--- src/rtl/alt_ddrx_wdata_defs.sv ---
// Shared definitions for the write-data read scheduler.
// The read latency here must track the write data FIFO build.
package alt_ddrx_wdata_defs;

  typedef enum logic {
    IDLE  = 1'b0,
    BURST = 1'b1
  } wsched_state_t;

  localparam int DEF_CMDQ_DEPTH      = 4;
  localparam int DEF_FIFO_RD_LATENCY = 2;

endpackage

--- src/rtl/alt_ddrx_wdata_cmdq.sv ---
// Circular command queue holding write burst sizes.
// Pushes when full and pops when empty are ignored.
module alt_ddrx_wdata_cmdq
  import alt_ddrx_wdata_defs::*;
#(
  parameter int DEPTH  = DEF_CMDQ_DEPTH,
  parameter int PTR_W  = 2,
  parameter int DATA_W = 6
) (
  input  logic              ctl_clk,
  input  logic              ctl_reset_n,
  input  logic              push,
  input  logic [DATA_W-1:0] push_data,
  input  logic              pop,
  output logic [DATA_W-1:0] head,
  output logic [PTR_W:0]    count,
  output logic              full,
  output logic              empty
);

  logic [DATA_W-1:0] mem [DEPTH];
  logic [PTR_W-1:0]  wr_ptr;
  logic [PTR_W-1:0]  rd_ptr;
  logic              do_push;
  logic              do_pop;

  assign full    = (count == (PTR_W+1)'(DEPTH));
  assign empty   = (count == '0);
  assign do_push = push && !full;
  assign do_pop  = pop && !empty;
  assign head    = mem[rd_ptr];

  always_ff @(posedge ctl_clk or negedge ctl_reset_n) begin
    if (!ctl_reset_n) begin
      wr_ptr <= '0;
      rd_ptr <= '0;
      count  <= '0;
    end else begin
      if (do_push) wr_ptr <= wr_ptr + 1'b1;
      if (do_pop)  rd_ptr <= rd_ptr + 1'b1;
      unique case ({do_push, do_pop})
        2'b10:   count <= count + 1'b1;
        2'b01:   count <= count - 1'b1;
        default: count <= count;
      endcase
    end
  end

  always_ff @(posedge ctl_clk) begin
    if (do_push) mem[wr_ptr] <= push_data;
  end

endmodule

--- src/rtl/alt_ddrx_wdata_sched.sv ---
// Write-data read scheduler: waits for a full burst in the
// write FIFO, then reads it back-to-back with aligned strobes.
module alt_ddrx_wdata_sched
  import alt_ddrx_wdata_defs::*;
#(
  parameter int WDATA_BEATS_WIDTH = 9,
  parameter int LOCAL_SIZE_WIDTH  = 6,
  parameter int CMDQ_DEPTH        = DEF_CMDQ_DEPTH,
  parameter int CMDQ_PTR_WIDTH    = 2,
  parameter int FIFO_RD_LATENCY   = DEF_FIFO_RD_LATENCY
) (
  input  logic                         ctl_clk,
  input  logic                         ctl_reset_n,
  input  logic                         wr_cmd_valid,
  input  logic [LOCAL_SIZE_WIDTH-1:0]  wr_cmd_size,
  output logic                         wr_cmd_ready,
  input  logic [WDATA_BEATS_WIDTH-1:0] beats_in_wfifo,
  output logic                         wdata_fifo_read,
  output logic                         wdata_valid,
  output logic                         wdata_last,
  output logic [CMDQ_PTR_WIDTH:0]      cmdq_count,
  output logic                         busy,
  output logic                         underrun_err
);

  localparam logic [LOCAL_SIZE_WIDTH-1:0] ONE = 1;

  wsched_state_t               state, state_nxt;
  logic [LOCAL_SIZE_WIDTH-1:0] rem, rem_nxt;
  logic [LOCAL_SIZE_WIDTH-1:0] head;
  logic                        q_full, q_empty, pop, rd_last;
  logic [FIFO_RD_LATENCY-1:0]  vpipe, lpipe;

  alt_ddrx_wdata_cmdq #(
    .DEPTH  (CMDQ_DEPTH),
    .PTR_W  (CMDQ_PTR_WIDTH),
    .DATA_W (LOCAL_SIZE_WIDTH)
  ) u_cmdq (
    .ctl_clk     (ctl_clk),
    .ctl_reset_n (ctl_reset_n),
    .push        (wr_cmd_valid && wr_cmd_ready),
    .push_data   (wr_cmd_size),
    .pop         (pop),
    .head        (head),
    .count       (cmdq_count),
    .full        (q_full),
    .empty       (q_empty)
  );

  assign wr_cmd_ready = !q_full;

  always_comb begin
    state_nxt       = state;
    rem_nxt         = rem;
    pop             = 1'b0;
    wdata_fifo_read = 1'b0;
    rd_last         = 1'b0;
    unique case (state)
      IDLE: begin
        if (!q_empty) begin
          if (head == '0) begin
            pop = 1'b1;
          end else if (WDATA_BEATS_WIDTH'(head) <= beats_in_wfifo) begin
            pop             = 1'b1;
            wdata_fifo_read = 1'b1;
            rem_nxt         = head - ONE;
            if (head == ONE) rd_last = 1'b1;
            else state_nxt = BURST;
          end
        end
      end
      BURST: begin
        wdata_fifo_read = 1'b1;
        rem_nxt         = rem - ONE;
        if (rem == ONE) begin
          rd_last   = 1'b1;
          state_nxt = IDLE;
        end
      end
    endcase
  end

  always_ff @(posedge ctl_clk or negedge ctl_reset_n) begin
    if (!ctl_reset_n) begin
      state        <= IDLE;
      rem          <= '0;
      vpipe        <= '0;
      lpipe        <= '0;
      underrun_err <= 1'b0;
    end else begin
      state    <= state_nxt;
      rem      <= rem_nxt;
      vpipe[0] <= wdata_fifo_read;
      lpipe[0] <= rd_last;
      for (int i = 1; i < FIFO_RD_LATENCY; i++) begin
        vpipe[i] <= vpipe[i-1];
        lpipe[i] <= lpipe[i-1];
      end
      if (wdata_fifo_read && beats_in_wfifo == '0)
        underrun_err <= 1'b1;
    end
  end

  assign wdata_valid = vpipe[FIFO_RD_LATENCY-1];
  assign wdata_last  = lpipe[FIFO_RD_LATENCY-1];
  assign busy        = !q_empty || (state == BURST) || (|vpipe);

endmodule

--- config.mk ---
export PLATFORM = sky130hd
export DESIGN_NAME = alt_ddrx_wdata_sched
export DESIGN_NICKNAME = d
export VERILOG_FILES = /design/src/rtl/alt_ddrx_wdata_defs.sv /design/src/rtl/alt_ddrx_wdata_cmdq.sv /design/src/rtl/alt_ddrx_wdata_sched.sv
export SDC_FILE = /design/constraint.sdc
export NUM_CORES = 1
export LEC_CHECK = 0
export ABC_AREA = 1
export CORE_ASPECT_RATIO = 0.9
export CORE_UTILIZATION = 35
export CTS_BUF_LIST = sky130_fd_sc_hd__clkbuf_2 sky130_fd_sc_hd__clkbuf_4 sky130_fd_sc_hd__clkbuf_8
export DETAILED_ROUTE_END_ITERATION = 8
export GPL_ROUTABILITY_DRIVEN = 0
export GPL_TIMING_DRIVEN = 0
export PLACE_DENSITY = 0.63
export REMOVE_ABC_BUFFERS = 1
export SYNTH_ARGS = -nofsm -noshare
export SYNTH_HDL_FRONTEND = slang
export SYNTH_SLANG_ARGS = --single-unit
--- constraint.sdc ---
create_clock -name ctl_clk -period 2.8 [get_ports ctl_clk]
set_input_delay 0.56 -clock ctl_clk [delete_from_list [all_inputs] [get_ports ctl_clk]]
set_output_delay 0.56 -clock ctl_clk [all_outputs]
set_load 0.1 [all_outputs]
# After elaboration in Yosys (flattened, before gate mapping)
# Memory sizes are Yosys's and may differ from the RTL's.
# Cells that the tools add are included.
[word_totals] ff_bits=19 latch_bits=0 ram_bits=24 mem_bits_ro=0 in_bits=18 out_inout_bits=9 elab_cells=65 mem_count=1
[op_classes] add_sub_neg=6 mul=0 div=0 magnitude_cmp=1 n_eq_ne=8 shift=0 n_mux=26 n_bitwise=1 reduce_logical=14
[mem_list] memory="u_cmdq.mem" words=4 width=6 rd=1 rd_ports_with_merged_regs=0 write_ports=1 line_no="alt_ddrx_wdata_cmdq.sv:21" rtl="logic [DATA_W-1:0] mem [DEPTH];"
[op_table] operator="2-to-1 mux 1 bit" n=18
[op_table] operator="2-to-1 mux 6 bit" n=3
[op_table] operator="== test 6 x 1 -> 1 bit, second input constant" n=2
[op_table] operator="case mux 6 bit (2 select lines)" n=1
[op_table] operator="subtractor 6 x 1 -> 6 bit, second input constant" n=2
[op_table] operator="less-or-equal comparator 6 x 9 -> 1 bit" n=1
[op_table] operator="zero test 9 bit" n=1
[op_table] operator="zero test 6 bit" n=1
[op_table] operator="!= test 2 bit, second input constant" n=3
[op_table] operator="case mux 1 bit (2 select lines)" n=3
[op_table] operator="case mux 3 bit (2 select lines)" n=1
[op_table] operator="adder 2 x 1 -> 2 bit, second input constant" n=2
[op_table] operator="logical AND 1 bit" n=4
[op_table] operator="adder 3 x 1 -> 3 bit, second input constant" n=1
[op_table] operator="== test 3 bit, second input constant" n=1
[op_table] operator="zero test 3 bit" n=1
[op_table] operator="AND reduction 3 bit" n=1
[op_table] operator="subtractor 3 x 1 -> 3 bit, second input constant" n=1
[op_table] operator="== test 2 x 1 -> 1 bit, second input constant" n=1
[op_table] operator="== test 2 bit, second input constant" n=1
[op_table] operator="zero test 1 bit" n=2
[op_table] operator="logical OR 1 bit" n=2
[op_table] operator="nonzero test 2 bit" n=1
[op_table] operator="OR reduction 2 bit" n=1
[op_table] operator="NOT 1 bit" n=1

# Logic depth before layout (Yosys ltp)
# An unclocked memory read counts as a cell.
[depth] ltp_word=9 mapped_depth=22 mapped_depth_nobuf=21

# By module
# Synthesis repeated with hierarchy kept, for this count alone.
[unflattened] hier_cells=271 hier_area_um2=2456.1
[modules_own_cells] module="alt_ddrx_wdata_cmdq" instances=1 cells_each=131 area_per_inst_um2=1435.1 seq_area_each_um2=895.9
[modules_own_cells] module="alt_ddrx_wdata_sched" instances=1 cells_each=140 area_per_inst_um2=1021.0 seq_area_each_um2=300.3

# Worst setup path before layout
# No wires, ideal clock.
[synth_path] kind="register to register" from="register u_cmdq.count[2]" to="register u_cmdq.count[2]" setup_ns=0.159 arrival_time_ns=3.453 required_ns=2.641 slack_ns=-0.812 stages_incl_launch_ff=9 path_buffers=0 period_less_slack_ns=3.612 path_cell_list="dfrtp_1 -> nand3_1 -> nand2_1 -> ha_1 -> inv_1 -> fa_1 -> a21oi_1 -> o21ai_0 -> xnor2_1"
[synth_via] elab_chain_cells=6 elab_cells_between_ends=15 classes_between="add/sub (2); eq/ne (3); mux (3); reduce/logical (7)"
[synth_lines] element="start: declaration" line_no="alt_ddrx_wdata_cmdq.sv:16" rtl="output logic [PTR_W:0] count,"
[synth_lines] element="start signal: assignment" line_no="alt_ddrx_wdata_cmdq.sv:42" rtl="2'b10: count <= count + 1'b1;"
[synth_lines] element="start signal: assignment" line_no="alt_ddrx_wdata_cmdq.sv:43" rtl="2'b01: count <= count - 1'b1;"
[synth_lines] element="start signal: assignment" line_no="alt_ddrx_wdata_cmdq.sv:44" rtl="default: count <= count;"
[synth_lines] element="== test 3 bit *" line_no="alt_ddrx_wdata_cmdq.sv:27" rtl="assign full = (count == (PTR_W+1)'(DEPTH));"
[synth_lines] element="zero test 1 bit *" line_no="alt_ddrx_wdata_sched.sv:50" rtl="assign wr_cmd_ready = !q_full;"
[synth_lines] element="net wr_cmd_ready" line_no="alt_ddrx_wdata_sched.sv:16" rtl="output logic wr_cmd_ready,"
[synth_lines] element="logical AND 1 bit" line_no="alt_ddrx_wdata_sched.sv:41" rtl=".push (wr_cmd_valid && wr_cmd_ready),"
[synth_lines] element="logical AND 1 bit *" line_no="alt_ddrx_wdata_cmdq.sv:29" rtl="assign do_push = push && !full;"
[synth_lines] element="== test 2 x 1 -> 1 bit or == test 2 bit (tied branches)" line_no="alt_ddrx_wdata_cmdq.sv:41" rtl="unique case ({do_push, do_pop})"
[synth_lines] element="case mux 3 bit (2 select lines) or nonzero test 2 bit (tied branches)"
# Mark *: on every way through the listed nets, which the timed path passes. The rest lies on a longest branch.
# A chain may end at the register's enable or synchronous reset.

# Worst setup path in the final report
[layout_path] from="register u_cmdq.rd_ptr[0]" to="output port wdata_fifo_read"
[layout_via] elab_chain_cells=6 elab_cells_between_ends=7 classes_between="order compare (1); mux (4); reduce/logical (1); memory (1)"
[layout_lines] element="start: declaration" line_no="alt_ddrx_wdata_cmdq.sv:23" rtl="logic [PTR_W-1:0] rd_ptr;"
[layout_lines] element="start signal: assignment" line_no="alt_ddrx_wdata_cmdq.sv:40" rtl="if (do_pop) rd_ptr <= rd_ptr + 1'b1;"
[layout_lines] element="memory (4 x 6 bit) *"
[layout_lines] element="less-or-equal comparator 6 x 9 -> 1 bit" line_no="alt_ddrx_wdata_sched.sv:63" rtl="end else if (WDATA_BEATS_WIDTH'(head) <= beats_in_wfifo) begin"
[layout_lines] element="2-to-1 mux 1 bit" line_no="alt_ddrx_wdata_sched.sv:63"
[layout_lines] element="2-to-1 mux 1 bit *" line_no="alt_ddrx_wdata_sched.sv:61" rtl="if (head == '0) begin"
[layout_lines] element="2-to-1 mux 1 bit *" line_no="alt_ddrx_wdata_sched.sv:60" rtl="if (!q_empty) begin"
[layout_lines] element="case mux 1 bit (2 select lines) *" line_no="alt_ddrx_wdata_sched.sv:58" rtl="unique case (state)"
[layout_lines] element="end: declaration" line_no="alt_ddrx_wdata_sched.sv:18" rtl="output logic wdata_fifo_read,"
# Every way passes the cells marked *; elsewhere a longest branch is shown, timed or not.

==> impl_metrics.toml <==
[detailed_routing]
wl_per_cell_um = 12.4
via_per_inst = 4.59
drc_errors = 0
postRouteAntennaNets = 0
via_count = 1799
routed_wl_mm = 4.85
drtIter0Drc = 46
firstDrtPassIters = 4

[synth]
synth_area_leaders = "edfxtp_1 (31%), dfrtp_1 (21%), nand2_1 (13%), ha_1 (8.1%), inv_1 (4.9%)"
yosysMostFrequentCell = "nand2_1"
synth-edff-count = 24
synth_area_sq_um = 2310
yosysTopAreaCell = "edfxtp_1"
synth-seq-cells = 43
async_flop_share = 0.442
synth.top_cell.area_share = 0.312
synth_cells = 257
ys_warn_count = 0
ys_types = 29
synth_commonest_cells = "nand2_1 (77), inv_1 (30), edfxtp_1 (24)"
avgSynthCellArea_sq_um = 8.99
ys_seq_area_frac = 0.518
ys.flop_type = "edfxtp_1"

[cts]
clk_latency_ns = 0.29
tritoncts = "yes"
cts.path.max_buffers = 2
clockRootBuffer = "clkbuf_8"
h-tree-depth = 2
cts_inserted_buffers = 5
clk_pin_slew_ns = 0.08
numClockSinks = 43

[setup_path]
critPathLaunchType = "flop"
crit_arrival_ns = 2.35
cp.depth = 15
cp.required_ns = 2.24
crit_slowest_cell = "dfrtp_2"
worst_path_largest_cell_delay_ns = 0.46
crit_buf_inv = 5
r2r-end = "u_cmdq.count[2]"
timing.critical_path.from = "u_cmdq.rd_ptr[0]"
cp_max_fo = 7
critPathCapture = "wdata_fifo_read"
rrSetupSlack_ns = -0.03
crit_path_end_kind = "primary output"
cp_cell_sequence = "buf_6 -> nand2_2 -> nand3_2 -> nand2_2 -> inv_2 -> ha_4 -> nand2_2 -> inv_2 -> nand3_2 -> nor3_2 -> nand2_1 -> nand3_2 -> nand3_4 -> inv_6 -> buf_12"
r2r_start = "u_cmdq.rd_ptr[0]"
cpLargestDelayFamily = "simple AND/OR/NAND/NOR gates"
ff2ff_path_depth = 22
worstSetupPathType = "reg -> out"

[timing]
skew_ns = 0.00318
whs_ns = 0.355
layout_min_cycle_time_ns = 2.91
setup_viol = 2
hold_viol_final = 0
fmax_ghz = 0.344
slew_violations = 0
worst_pin_slew_ns = 0.965
rsz0062_at_grt = "yes"
setup_ws_ns = -0.105
period_share = 1.04
slew-limit-headroom = 0.355
fin_setup_tns_ns = -0.137

[pwr]
p_per_area_nw_per_um2 = 1090
combPwrFrac = 0.557
p_int_w = 0.00187
switchingPower_w = 0.00149
total_power_w = 0.00336
leakage_nw = 1.35
p_clk_frac = 0.146
swShare = 0.443
peakVddDrop_v = 0.000411
power_frac_seq = 0.296

[placed_design]
portBuffers = 26
dpl_cell_area_sq_um = 2640
dp_slack_ns = -1.40
dp_hpwl_mm = 3.26

[hold_path]
hp-class = "reg -> reg"

[floorplanning]
start_util = 0.370
core_sq_um = 6250
die_y_um = 79.1
rows = 27
die_x_um = 87.7
dieArea_sq_um = 6930
ioPinCount = 27

[outcome]
status = "finished with violations"
violations = "setup timing"

[global_routing]
busiest_layer = "met2"
grt_pass1_vias = 1829
grt-ovfl-total = 0
grtUsageMet3 = 0.0312
track_usage = 0.154
grt_first_pass_wirelength_mm = 8.07
antenna_found_initial = 0
grt_use_met2 = 0.272
grt_max_degree = 20
met1_usage = 0.182

[final_layout]
antenna_cells = 0
syn_to_final_growth_pct = 33.8
final_nets = 338
drive_above_1_share = 0.262
finalInstanceArea_sq_um = 3090

[flow_run]
drv_cap = 0
-- per-layer routing --
| metal | vias to the layer above | routed length (um) | part of all wire |
|---|---|---|---|
| li1 | 921 | - | - |
| met4 | 0 | 91 | 0.019 |
| met2 | 32 | 2410 | 0.50 |
| met3 | 8 | 170 | 0.035 |
| met5 | - | 0 | 0 |
| met1 | 838 | 2170 | 0.45 |
-- sequential cells by signal, indices dropped and copies added (netlist names) --
name	flops
lpipe	2
u_cmdq.count	3
u_cmdq.rd_ptr	2
state	1
u_cmdq.wr_ptr	2
u_cmdq.mem	24
vpipe	2
rem	6
underrun_err	1
-- power by group through the flow --
stage | Sequential, W | Clock, W | Combinational (W)
detailed placement | 0.00103 | 0 | 0.00141
CTS | 0.000991 | 0.000505 | 0.00171
floorplan | 0.00117 | 0 | 0.000914
global placement | 0.00103 | 0 | 0.00137
global route | 0.00102 | 0.000538 | 0.00208
finish | 0.000995 | 0.000492 | 0.00187
-- cell usage in the layout, fill, tap and decap left out, drive strengths merged --
cell type       n
or2             1
o21bai          1
buf            20
nand4           2
fa              1
bufinv          1
o22ai           2
clkinvlp        1
and2            1
nand3b          1
dfrtp          19
nand2          80
nor3            3
nor4            1
ha             15
xnor2           4
clkbuf          6
nand3          24
inv            37
a21oi           8
xor2            3
o21ai           8
clkdlybuf4s50  24
edfxtp         24
nor2           18
-- layout make-up --
cell class,instances,area [sq um]
clock inverter,3,46.3
fill,573,3160
clock buffer,5,68.8
sequential,43,1200
timing repair buffer,45,428
tap,87,109
inverter,36,143
multi-input combinational,173,1100
-- metrics by stage --
stage	cells	util
global route	392	0.495
finish	392	0.495
floorplan	252	-
detailed placement	365	0.423
CTS	385	0.477
global placement	365	0.423
-- repair_timing --
action,in CTS,in global routing
endpoints found under the setup margin,5,4
gates cloned,1,0
pin swaps,17,13
hold buffers,0,0
buffers inserted,11,7
gates resized for setup,41,18
-- worst min-delay path by stage --
stage | from | to | slack, ns | cells past startpoint
after floorplan | ctl_reset_n | lpipe[0] | 0.26 | 0
after global placement | lpipe[0] | lpipe[1] | 0.34 | 0
after detailed placement | lpipe[0] | lpipe[1] | 0.34 | 0
after CTS | lpipe[0] | lpipe[1] | 0.36 | 0
after global routing | lpipe[0] | lpipe[1] | 0.38 | 0
final | lpipe[0] | lpipe[1] | 0.36 | 0
-- worst reg2reg max path: stages, from the launching register on --
cell and delay, ns:
dfrtp_2 0.46, inv_4 0.15, nand2_1 0.09, nand3_2 0.08, nand2_2 0.08, inv_2 0.09, ha_4 0.20, nand2_2 0.07
inv_2 0.04, nand2_1 0.05, nand2_1 0.05, nand2_1 0.07, nand3_2 0.09, buf_4 0.15, nand3_2 0.08, nand2_2 0.07
inv_2 0.07, ha_4 0.13, inv_2 0.04, fa_2 0.36, a21oi_2 0.11, o21ai_1 0.08, xnor2_1 0.12
-- logic make-up (layout without fill, tap and decap cells) --
kind of cell	count (synthesis)	in the layout	share of synthesized area
compound gates	19	19	0.0433
fa+ha+maj	16	16	0.0899
xor+xnor	7	7	0.0265
simple gates	131	131	0.247
flops	43	43	0.518
buf+inv	41	89	0.0753
No activity file was read; power rests on OpenSTA's default activity.
